**src/rtl/oled_pkg.sv**
```systemverilog
// rtl/oled_pkg.sv - shared panel geometry, SSD1331 window commands and streamer FSM encoding
package oled_pkg;

   localparam int OLED_W      = 96;
   localparam int OLED_H      = 64;
   localparam int OLED_PIXELS = OLED_W * OLED_H;

   localparam logic [7:0] CMD_SET_COL = 8'h15;
   localparam logic [7:0] CMD_SET_ROW = 8'h75;
   localparam int         N_CMD_BYTES = 6;

   typedef enum logic [2:0] {
      ST_IDLE,
      ST_CMD,
      ST_FETCH,
      ST_SHIFT,
      ST_NEXT
   } oled_state_e;

   // Full-panel address window: column 0..w-1, then row 0..h-1.
   function automatic logic [7:0] window_cmd(input logic [2:0] n, input int w, input int h);
      case (n)
         3'd0:    window_cmd = CMD_SET_COL;
         3'd1:    window_cmd = 8'h00;
         3'd2:    window_cmd = 8'(w - 1);
         3'd3:    window_cmd = CMD_SET_ROW;
         3'd4:    window_cmd = 8'h00;
         default: window_cmd = 8'(h - 1);
      endcase
   endfunction

endpackage

```
**src/rtl/spi_byte_shifter.sv**
```systemverilog
// rtl/spi_byte_shifter.sv - MSB-first SPI mode-0 shifter, W bits per load, 2*CLK_DIV clks per bit
module spi_byte_shifter #(
   parameter int W       = 8,
   parameter int CLK_DIV = 4
) (
   input  logic         clk,
   input  logic         rst_n,
   input  logic         load_i,
   input  logic [W-1:0] data_i,
   output logic         sclk_o,
   output logic         mosi_o,
   output logic         done_o
);

   localparam int            DW       = $clog2(2 * CLK_DIV) + 1;
   localparam int            BW       = $clog2(W);
   localparam logic [DW-1:0] DIV_LAST = DW'(2 * CLK_DIV - 1);
   localparam logic [DW-1:0] DIV_HALF = DW'(CLK_DIV);
   localparam logic [BW-1:0] BIT_LAST = BW'(W - 1);

   logic [W-1:0]  sh_q, sh_d;
   logic [DW-1:0] div_q, div_d;
   logic [BW-1:0] bit_q, bit_d;
   logic          act_q, act_d;
   logic          sclk_q, sclk_d;

   assign mosi_o = sh_q[W-1];
   assign sclk_o = sclk_q;
   assign done_o = act_q && (div_q == DIV_LAST) && (bit_q == BIT_LAST);

   always_comb begin
      sh_d   = sh_q;
      div_d  = div_q;
      bit_d  = bit_q;
      act_d  = act_q;
      sclk_d = 1'b0;
      if (load_i) begin
         sh_d  = data_i;
         div_d = '0;
         bit_d = '0;
         act_d = 1'b1;
      end else if (act_q) begin
         // Shift only at the end of the high phase so mosi moves while sclk is low.
         if (div_q == DIV_LAST) begin
            div_d = '0;
            sh_d  = {sh_q[W-2:0], 1'b0};
            bit_d = bit_q + 1'b1;
            act_d = (bit_q != BIT_LAST);
         end else begin
            div_d  = div_q + 1'b1;
            sclk_d = (div_d >= DIV_HALF);
         end
      end
   end

   always_ff @(posedge clk or negedge rst_n) begin
      if (!rst_n) begin
         sh_q   <= '0;
         div_q  <= '0;
         bit_q  <= '0;
         act_q  <= 1'b0;
         sclk_q <= 1'b0;
      end else begin
         sh_q   <= sh_d;
         div_q  <= div_d;
         bit_q  <= bit_d;
         act_q  <= act_d;
         sclk_q <= sclk_d;
      end
   end

endmodule

```
**src/rtl/oled_pixel_streamer.sv**
```systemverilog
// rtl/oled_pixel_streamer.sv - scans the frame, fetches RGB565 per pixel and streams it over SPI
// OLED_WINDOW_CMD_EN: prefix every frame with the six-byte SSD1331 address-window command.
module oled_pixel_streamer
   import oled_pkg::*;
#(
   parameter int WIDTH   = OLED_W,
   parameter int HEIGHT  = OLED_H,
   parameter int CLK_DIV = 4,
   parameter int COL_LAT = 1
) (
   input  logic        clk,
   input  logic        rst_n,
   input  logic        enable,
   input  logic [15:0] oled_colour,
   output logic [12:0] pixel_index,
   output logic        frame_begin,
   output logic        busy,
   output logic        cs_n,
   output logic        sclk,
   output logic        mosi,
   output logic        dc
);

   localparam logic [12:0] PIX_LAST = 13'(WIDTH * HEIGHT - 1);
   localparam logic [1:0]  LAT_LAST = 2'(COL_LAT - 1);

   oled_state_e state_q, state_d;
   logic [12:0] idx_q, idx_d;
   logic [1:0]  lat_q, lat_d;
   logic        fb_q, fb_d;
   logic        busy_q, busy_d;
   logic        pix_load, pix_done, pix_sclk, pix_mosi;

   spi_byte_shifter #(.W(16), .CLK_DIV(CLK_DIV)) u_pix (
      .clk    (clk),
      .rst_n  (rst_n),
      .load_i (pix_load),
      .data_i (oled_colour),
      .sclk_o (pix_sclk),
      .mosi_o (pix_mosi),
      .done_o (pix_done)
   );

   assign pixel_index = idx_q;
   assign frame_begin = fb_q;
   assign busy        = busy_q;
   assign cs_n        = ~busy_q;

`ifdef OLED_WINDOW_CMD_EN
   localparam logic [2:0] CMD_LAST = 3'(N_CMD_BYTES - 1);

   logic [2:0] cmd_n_q, cmd_n_d;
   logic       cmd_go_q, cmd_go_d;
   logic       dc_q, dc_d;
   logic       cmd_load, cmd_done, cmd_sclk, cmd_mosi;

   spi_byte_shifter #(.W(8), .CLK_DIV(CLK_DIV)) u_cmd (
      .clk    (clk),
      .rst_n  (rst_n),
      .load_i (cmd_load),
      .data_i (window_cmd(cmd_n_q, WIDTH, HEIGHT)),
      .sclk_o (cmd_sclk),
      .mosi_o (cmd_mosi),
      .done_o (cmd_done)
   );

   // Both shifters drain to zero when idle, so OR-ing them is safe.
   assign sclk = pix_sclk | cmd_sclk;
   assign mosi = pix_mosi | cmd_mosi;
   assign dc   = dc_q;

   always_ff @(posedge clk or negedge rst_n) begin
      if (!rst_n) begin
         cmd_n_q  <= '0;
         cmd_go_q <= 1'b0;
         dc_q     <= 1'b1;
      end else begin
         cmd_n_q  <= cmd_n_d;
         cmd_go_q <= cmd_go_d;
         dc_q     <= dc_d;
      end
   end
`else
   assign sclk = pix_sclk;
   assign mosi = pix_mosi;
   assign dc   = 1'b1;
`endif

   always_comb begin
      state_d  = state_q;
      idx_d    = idx_q;
      lat_d    = lat_q;
      fb_d     = 1'b0;
      busy_d   = busy_q;
      pix_load = 1'b0;
`ifdef OLED_WINDOW_CMD_EN
      cmd_n_d  = cmd_n_q;
      cmd_go_d = 1'b0;
      dc_d     = dc_q;
      cmd_load = 1'b0;
`endif
      case (state_q)
         ST_IDLE: begin
            if (enable) begin
               idx_d  = '0;
               lat_d  = '0;
               fb_d   = 1'b1;
               busy_d = 1'b1;
`ifdef OLED_WINDOW_CMD_EN
               state_d  = ST_CMD;
               cmd_n_d  = '0;
               cmd_go_d = 1'b1;
               dc_d     = 1'b0;
`else
               state_d = ST_FETCH;
`endif
            end
         end
`ifdef OLED_WINDOW_CMD_EN
         ST_CMD: begin
            if (cmd_go_q) begin
               cmd_load = 1'b1;
            end else if (cmd_done) begin
               if (cmd_n_q == CMD_LAST) begin
                  dc_d    = 1'b1;
                  state_d = ST_FETCH;
               end else begin
                  cmd_n_d  = cmd_n_q + 1'b1;
                  cmd_go_d = 1'b1;
               end
            end
         end
`endif
         // oled_colour is captured on the COL_LAT-th edge after pixel_index moved.
         ST_FETCH: begin
            if (lat_q == LAT_LAST) begin
               pix_load = 1'b1;
               state_d  = ST_SHIFT;
            end else begin
               lat_d = lat_q + 1'b1;
            end
         end
         ST_SHIFT: begin
            if (pix_done) state_d = ST_NEXT;
         end
         ST_NEXT: begin
            lat_d = '0;
            if (idx_q == PIX_LAST) begin
               idx_d = '0;
               if (enable) begin
                  fb_d = 1'b1;
`ifdef OLED_WINDOW_CMD_EN
                  state_d  = ST_CMD;
                  cmd_n_d  = '0;
                  cmd_go_d = 1'b1;
                  dc_d     = 1'b0;
`else
                  state_d = ST_FETCH;
`endif
               end else begin
                  busy_d  = 1'b0;
                  state_d = ST_IDLE;
               end
            end else begin
               idx_d   = idx_q + 1'b1;
               state_d = ST_FETCH;
            end
         end
         default: state_d = ST_IDLE;
      endcase
   end

   always_ff @(posedge clk or negedge rst_n) begin
      if (!rst_n) begin
         state_q <= ST_IDLE;
         idx_q   <= '0;
         lat_q   <= '0;
         fb_q    <= 1'b0;
         busy_q  <= 1'b0;
      end else begin
         state_q <= state_d;
         idx_q   <= idx_d;
         lat_q   <= lat_d;
         fb_q    <= fb_d;
         busy_q  <= busy_d;
      end
   end

endmodule

```
**config.mk**
```make
export PLATFORM = sky130hd
export DESIGN_NAME = oled_pixel_streamer
export DESIGN_NICKNAME = d
export VERILOG_FILES = /design/src/rtl/oled_pkg.sv /design/src/rtl/spi_byte_shifter.sv /design/src/rtl/oled_pixel_streamer.sv
export SDC_FILE = /design/constraint.sdc
export NUM_CORES = 1
export LEC_CHECK = 0
export BUFFER_PORTS_ARGS = -buffer_cell sky130_fd_sc_hd__buf_2
export CAP_MARGIN = 20
export CORE_ASPECT_RATIO = 1.4
export CORE_MARGIN = 8
export CORE_UTILIZATION = 35
export DETAILED_ROUTE_END_ITERATION = 7
export SYNTH_ARGS = -nofsm -noshare
export SYNTH_HDL_FRONTEND = slang
export SYNTH_SLANG_ARGS = --single-unit
```
**constraint.sdc**
```tcl
create_clock -name clk -period 3.35 [get_ports clk]
set_clock_uncertainty 0.15 [all_clocks]
set_input_delay 0 -clock clk [delete_from_list [all_inputs] [get_ports clk]]
set_output_delay 0 -clock clk [all_outputs]
set_load 0.02 [all_outputs]
```
; Word level (Yosys, flattened, before mapping)
; Index checks and enable logic that the tools add are counted.
[totals]
reg_bits = 46
output_inout_bits = 19
inputBits = 19
[op_classes]
magnitude_cmp = 1
reduce_logical = 13
n_bitwise = 1
add_sub_neg = 4
eq_ne = 13
n_mux = 36
[op_table]
columns = operator, n
row1 = two-way mux 16 bit, 3
row2 = two-way mux 13 bit, 2
row3 = one-hot mux 13 bit (2 select lines), 1
row4 = two-way mux 4 bit, 6
row5 = adder 13 x 1 -> 13 bit (second input constant), 1
row6 = equality test 13 bit (second input constant), 1
row7 = two-way mux 1 bit, 13
row8 = two-way mux 3 bit, 4
row9 = inequality test 2 bit (second input constant), 6
row10 = one-hot mux 3 bit (4 select lines), 1
row11 = adder 4 x 1 -> 4 bit (second input constant), 2
row12 = equality test 3 x 2 -> 1 bit (second input constant), 2
row13 = two-way mux 2 bit, 3
row14 = one-hot mux 2 bit (3 select lines), 1
row15 = AND reduction 3 bit, 2
row16 = nonzero test 2 bit, 3
row17 = equality test 4 x 3 -> 1 bit (second input constant), 1
row18 = equality test 4 bit (second input constant), 1
row19 = greater-or-equal comparator 4 x 3 -> 1 bit (second input constant), 1
row20 = inequality test 4 bit (second input constant), 1
row21 = one-hot mux 1 bit (2 select lines), 2
row22 = AND reduction 2 bit, 2
row23 = AND reduction 4 bit, 1
row24 = equality test 3 bit (second input constant), 1
row25 = 6 further kinds, 7

; Longest topological paths before layout
[logic_depth]
word_depth = 5
depth_mapped = 7
mapped_depth_nobuf = 6

; Modules after synthesis
; Synthesis repeated with hierarchy kept, for this count alone.
[unflattened]
hier_cells = 241
hier_area_um2 = 2309.7
[by_module_without_submodules]
columns = mod, cells_per_inst, area_each_um2, n_inst
row1 = spi_byte_shifter, 119, 1204.9, 1
row2 = oled_pixel_streamer, 122, 1104.8, 1

; Worst setup path before layout
; No wires, ideal clock.
[synth_path]
path_type = reg2reg
start = reg idx_q[0], in the netlist pixel_index[0]
end = reg busy_q, in the netlist busy
stages_incl_launch_ff = 8
setup_time_ps = 136
path_slack_ps = 1298
n_path_buf = 2
t_required_ps = 3064
arrival_time_ps = 1766
path_cell_list = dfrtp_1 > ha_1 > clkbuf_1 > nand4_1 > or4_1 > buf_2 > o31ai_1 > a22oi_1
[synth_between]
elab_chain_len = 3
[synth_lines]
columns = item, line
row1 = start: declaration, oled_pixel_streamer.sv:28  ; logic [12:0] idx_q, idx_d;
row2 = start signal: assignment, oled_pixel_streamer.sv:182  ; idx_q <= idx_d;
row3 = equality test 13 bit, oled_pixel_streamer.sv:148  ; if (idx_q == PIX_LAST) begin
row4 = inequality test 2 bit (no source line), n/a
row5 = AND reduction 4 bit (no source line), n/a
row6 = end signal: assignment, oled_pixel_streamer.sv:185  ; busy_q <= busy_d;
row7 = end: declaration, oled_pixel_streamer.sv:31  ; logic busy_q, busy_d;
; Every way passes these cells.
; A chain may end at the register's enable or synchronous reset.

; Final worst setup path
[layout_path]
start = reg state_q[2]
end = reg u_pix.sh_q[0]
[layout_between]
elab_chain_len = 4
word_cells_on_any_way = 6
[layout_lines]
columns = item, line
row1 = start: declaration, oled_pixel_streamer.sv:27  ; oled_state_e state_q, state_d;
row2 = start signal: assignment, oled_pixel_streamer.sv:181  ; state_q <= state_d;
row3 = equality test 3 x 2 -> 1 bit *, oled_pixel_streamer.sv:102  ; case (state_q)
row4 = two-way mux 1 bit *, oled_pixel_streamer.sv:102
row5 = nonzero test 2 bit (no source line), n/a
row6 = AND reduction 2 bit (no source line), n/a
row7 = end signal: assignment, spi_byte_shifter.sv:58  ; sh_q <= '0;
row8 = end signal: assignment, spi_byte_shifter.sv:64  ; sh_q <= sh_d;
row9 = end: declaration, spi_byte_shifter.sv:21  ; logic [W-1:0] sh_q, sh_d;
; Mark *: on every way between the ends. The rest lies on a longest branch, timed or not.

==> metrics <==
final sum of negative setup slack 0 ns; Worst Path Arrival 2.16 ns; DRC 0; fin crit share 64.1%; Post-Layout Inst Area 0.00282 mm^2; share of Yosys cell area claimed by the top area cell type 49.8%; Leakage 1.34 nW; RSZ-0062 raised after global routing false; Final Critical Period 2.15 ns; share of post-route cells with drive strength above 1 18.3%; worst hold path class input port to async pin; final WL 4920 um; row count 35; Final ANT Viol Nets 0; fin util 43.5%; antenna fix cells 0; Rel. slew slack 55.9%; die width 84.7 um; synth-to-layout area growth 21.8%; hold slack final 0.0281 ns; CTS H-Tree Depth 2; number of global-route vias before repair 1897; first drt pass iteration count 4; TritonCTS buffer count 5; Placer Congestion 0.781; number of synthesized flops with an enable pin 0; Yosys cell types 49; reg2reg start state_q[2]$_DFFE_PN0P_; Post-synth ARST share 100%; Top Ports 38; syn nets 262; post-CTS setup buffer count 0; Synth Register Bits 46; fin cells 363; Synth Flop Type dfrtp_1; synthesized area 0.00231 mm^2; CTS tree yes; core area 0.00648 mm^2; Clk pin slew, worst setup/hold paths 0.08 ns; Setup violations, final 0; first-pass GRT wire length 8700 um; mean post-synth cell area 9.68 um^2; Root Buffer clkbuf_8; Max Cap Viol 0; Gate Count Post-Synth 239; pwr dens 725 mW/mm^2; FF-to-FF setup slack 1.20 ns; Vias 1915; Setup crit start state_q[2]$_DFFE_PN0P_; nets 311; Synth top cells by count 46 x dfrtp_1, 34 x nand2_1, 29 x o21ai_0, 17 x mux2i_1, 11 x nor2_1; WL/cell 13.6 um; die area 0.00950 mm^2; # port buffers 36; CP required 3.37 ns; Area contributors post-synth dfrtp_1 50%, mux2i_1 7.4%, o21ai_0 6.3%; most common cell in the netlist dfrtp_1; register area share after synthesis 49.8%; Max Clock Freq 466 MHz; Design Power 2.04 mW; biggest area consumer among synthesized cells dfrtp_1; Max Transition Viols Final 0; type of origin of the critical path register; Initial Utilization 35.7%; CP max FO 23; Die Y 112 um; initial antenna violation count 0; slack of the critical path 1.20 ns; Setup crit end kind register; count of final hold-check violations 0; drt first-iter violations 89; placed cell areas 0.00253 mm^2; outcome finished clean; largest net degree at the start of global routing 47; cell total after placement 336; GR Overflow Total 0; Skew-Pair Late Insertion Delay 0.29 ns; All-Layer GR Usage 11.0%; Worst Tran Pin Value 0.662 ns; DR vias/cell 5.28; DP HPWL 3430 um; Clock Path Buffers 2; Setup CP Type register to register; Num Clock Sinks 46; Yosys warnings 0; reg2reg path depth 4; post-cts hold buffer count 18; worst r2r dst u_pix.sh_q[0]$_DFFE_PN0P_; VDD IR max 0.000405 V; Resized Gates After CTS 0; post-place setup slack 1.24 ns
[worst max-delay path by stage]
stage,endpoint,slack [ns],cells after the start
floorplan,busy$_DFFE_PN0P_,1.30,7
global placement,u_pix.sh_q[14]$_DFFE_PN0P_,1.28,4
detailed placement,u_pix.sh_q[0]$_DFFE_PN0P_,1.24,4
CTS,u_pix.sh_q[0]$_DFFE_PN0P_,1.21,5
global route,u_pix.sh_q[0]$_DFFE_PN0P_,0.99,5
finish,u_pix.sh_q[0]$_DFFE_PN0P_,1.20,4
[logic make-up after synthesis]
logic type | share of synthesized area, %
simple gates | 19.6
compound gates | 14.3
flops | 49.8
buf+inv | 4.65
mux | 7.84
fa+ha+maj | 2.16
xor+xnor | 1.51
other cells | 0.162
[worst max-delay path: stages (launching register included)]
cell	delay, ns
dfrtp_1	0.49
and2b_2	0.29
and3b_1	0.60
buf_4	0.36
o21ai_0	0.13
[cells in the final DEF (no fill, tap or decap), types with 2 or more instances in the layout]
| master | synthesis | final |
|---|---|---|
| clkbuf_8 | 0 | 6 |
| dfrtp_1 | 46 | 46 |
| a32o_1 | 2 | 2 |
| o311ai_0 | 2 | 2 |
| nand3_1 | 9 | 9 |
| a21oi_1 | 9 | 9 |
| nand4_1 | 6 | 6 |
| inv_1 | 7 | 7 |
| buf_4 | 1 | 3 |
| buf_2 | 7 | 36 |
| nand4b_1 | 2 | 2 |
| xor2_1 | 3 | 3 |
| mux2i_1 | 17 | 17 |
| or3_1 | 3 | 3 |
| nand2b_1 | 4 | 4 |
| nor4b_1 | 2 | 2 |
| and2_1 | 2 | 2 |
| nand2_1 | 34 | 34 |
| ha_1 | 4 | 4 |
| o21ai_0 | 29 | 29 |
| nand3b_1 | 2 | 2 |
| o31ai_1 | 3 | 3 |
| nor2_1 | 11 | 11 |
| dlygate4sd3_1 | 0 | 18 |
| nor3_1 | 3 | 3 |
[flip-flops by register name (all words and copies together), names as in the netlist]
signal / flops
busy: 1
u_pix.div_q: 4
u_pix.act_q: 1
lat_q: 2
pixel_index: 13
frame_begin: 1
u_pix.bit_q: 4
state_q: 3
u_pix.sh_q: 16
u_pix.sclk_o: 1
[power breakdown]
part           total, mW  switching, mW  internal, mW
clock network      0.348          0.182         0.167
registers          0.972          0.198         0.774
logic              0.722          0.411         0.311
total               2.04          0.791          1.25
[metal layers]
metal / wire length, um / share of wire (%) / track usage [%]
met5: 0 / 0 / 0
met3: 342 / 6.9 / 3.95
met4: 76 / 1.5 / 3.94
met1: 2130 / 43 / 12.3
met2: 2380 / 48 / 18.5
[cell type report]
| type | instances | area [um^2] |
|---|---|---|
| Clock buffer | 7 | 86.3 |
| Fill cell | 655 | 3660 |
| Multi-Input combinational cell | 170 | 1050 |
| Inverter | 7 | 26.3 |
| Clock inverter | 1 | 5.00 |
| Tap cell | 74 | 92.6 |
| Sequential cell | 46 | 1150 |
| Timing Repair Buffer | 58 | 403 |
No activity file was read; power rests on OpenSTA's default activity.
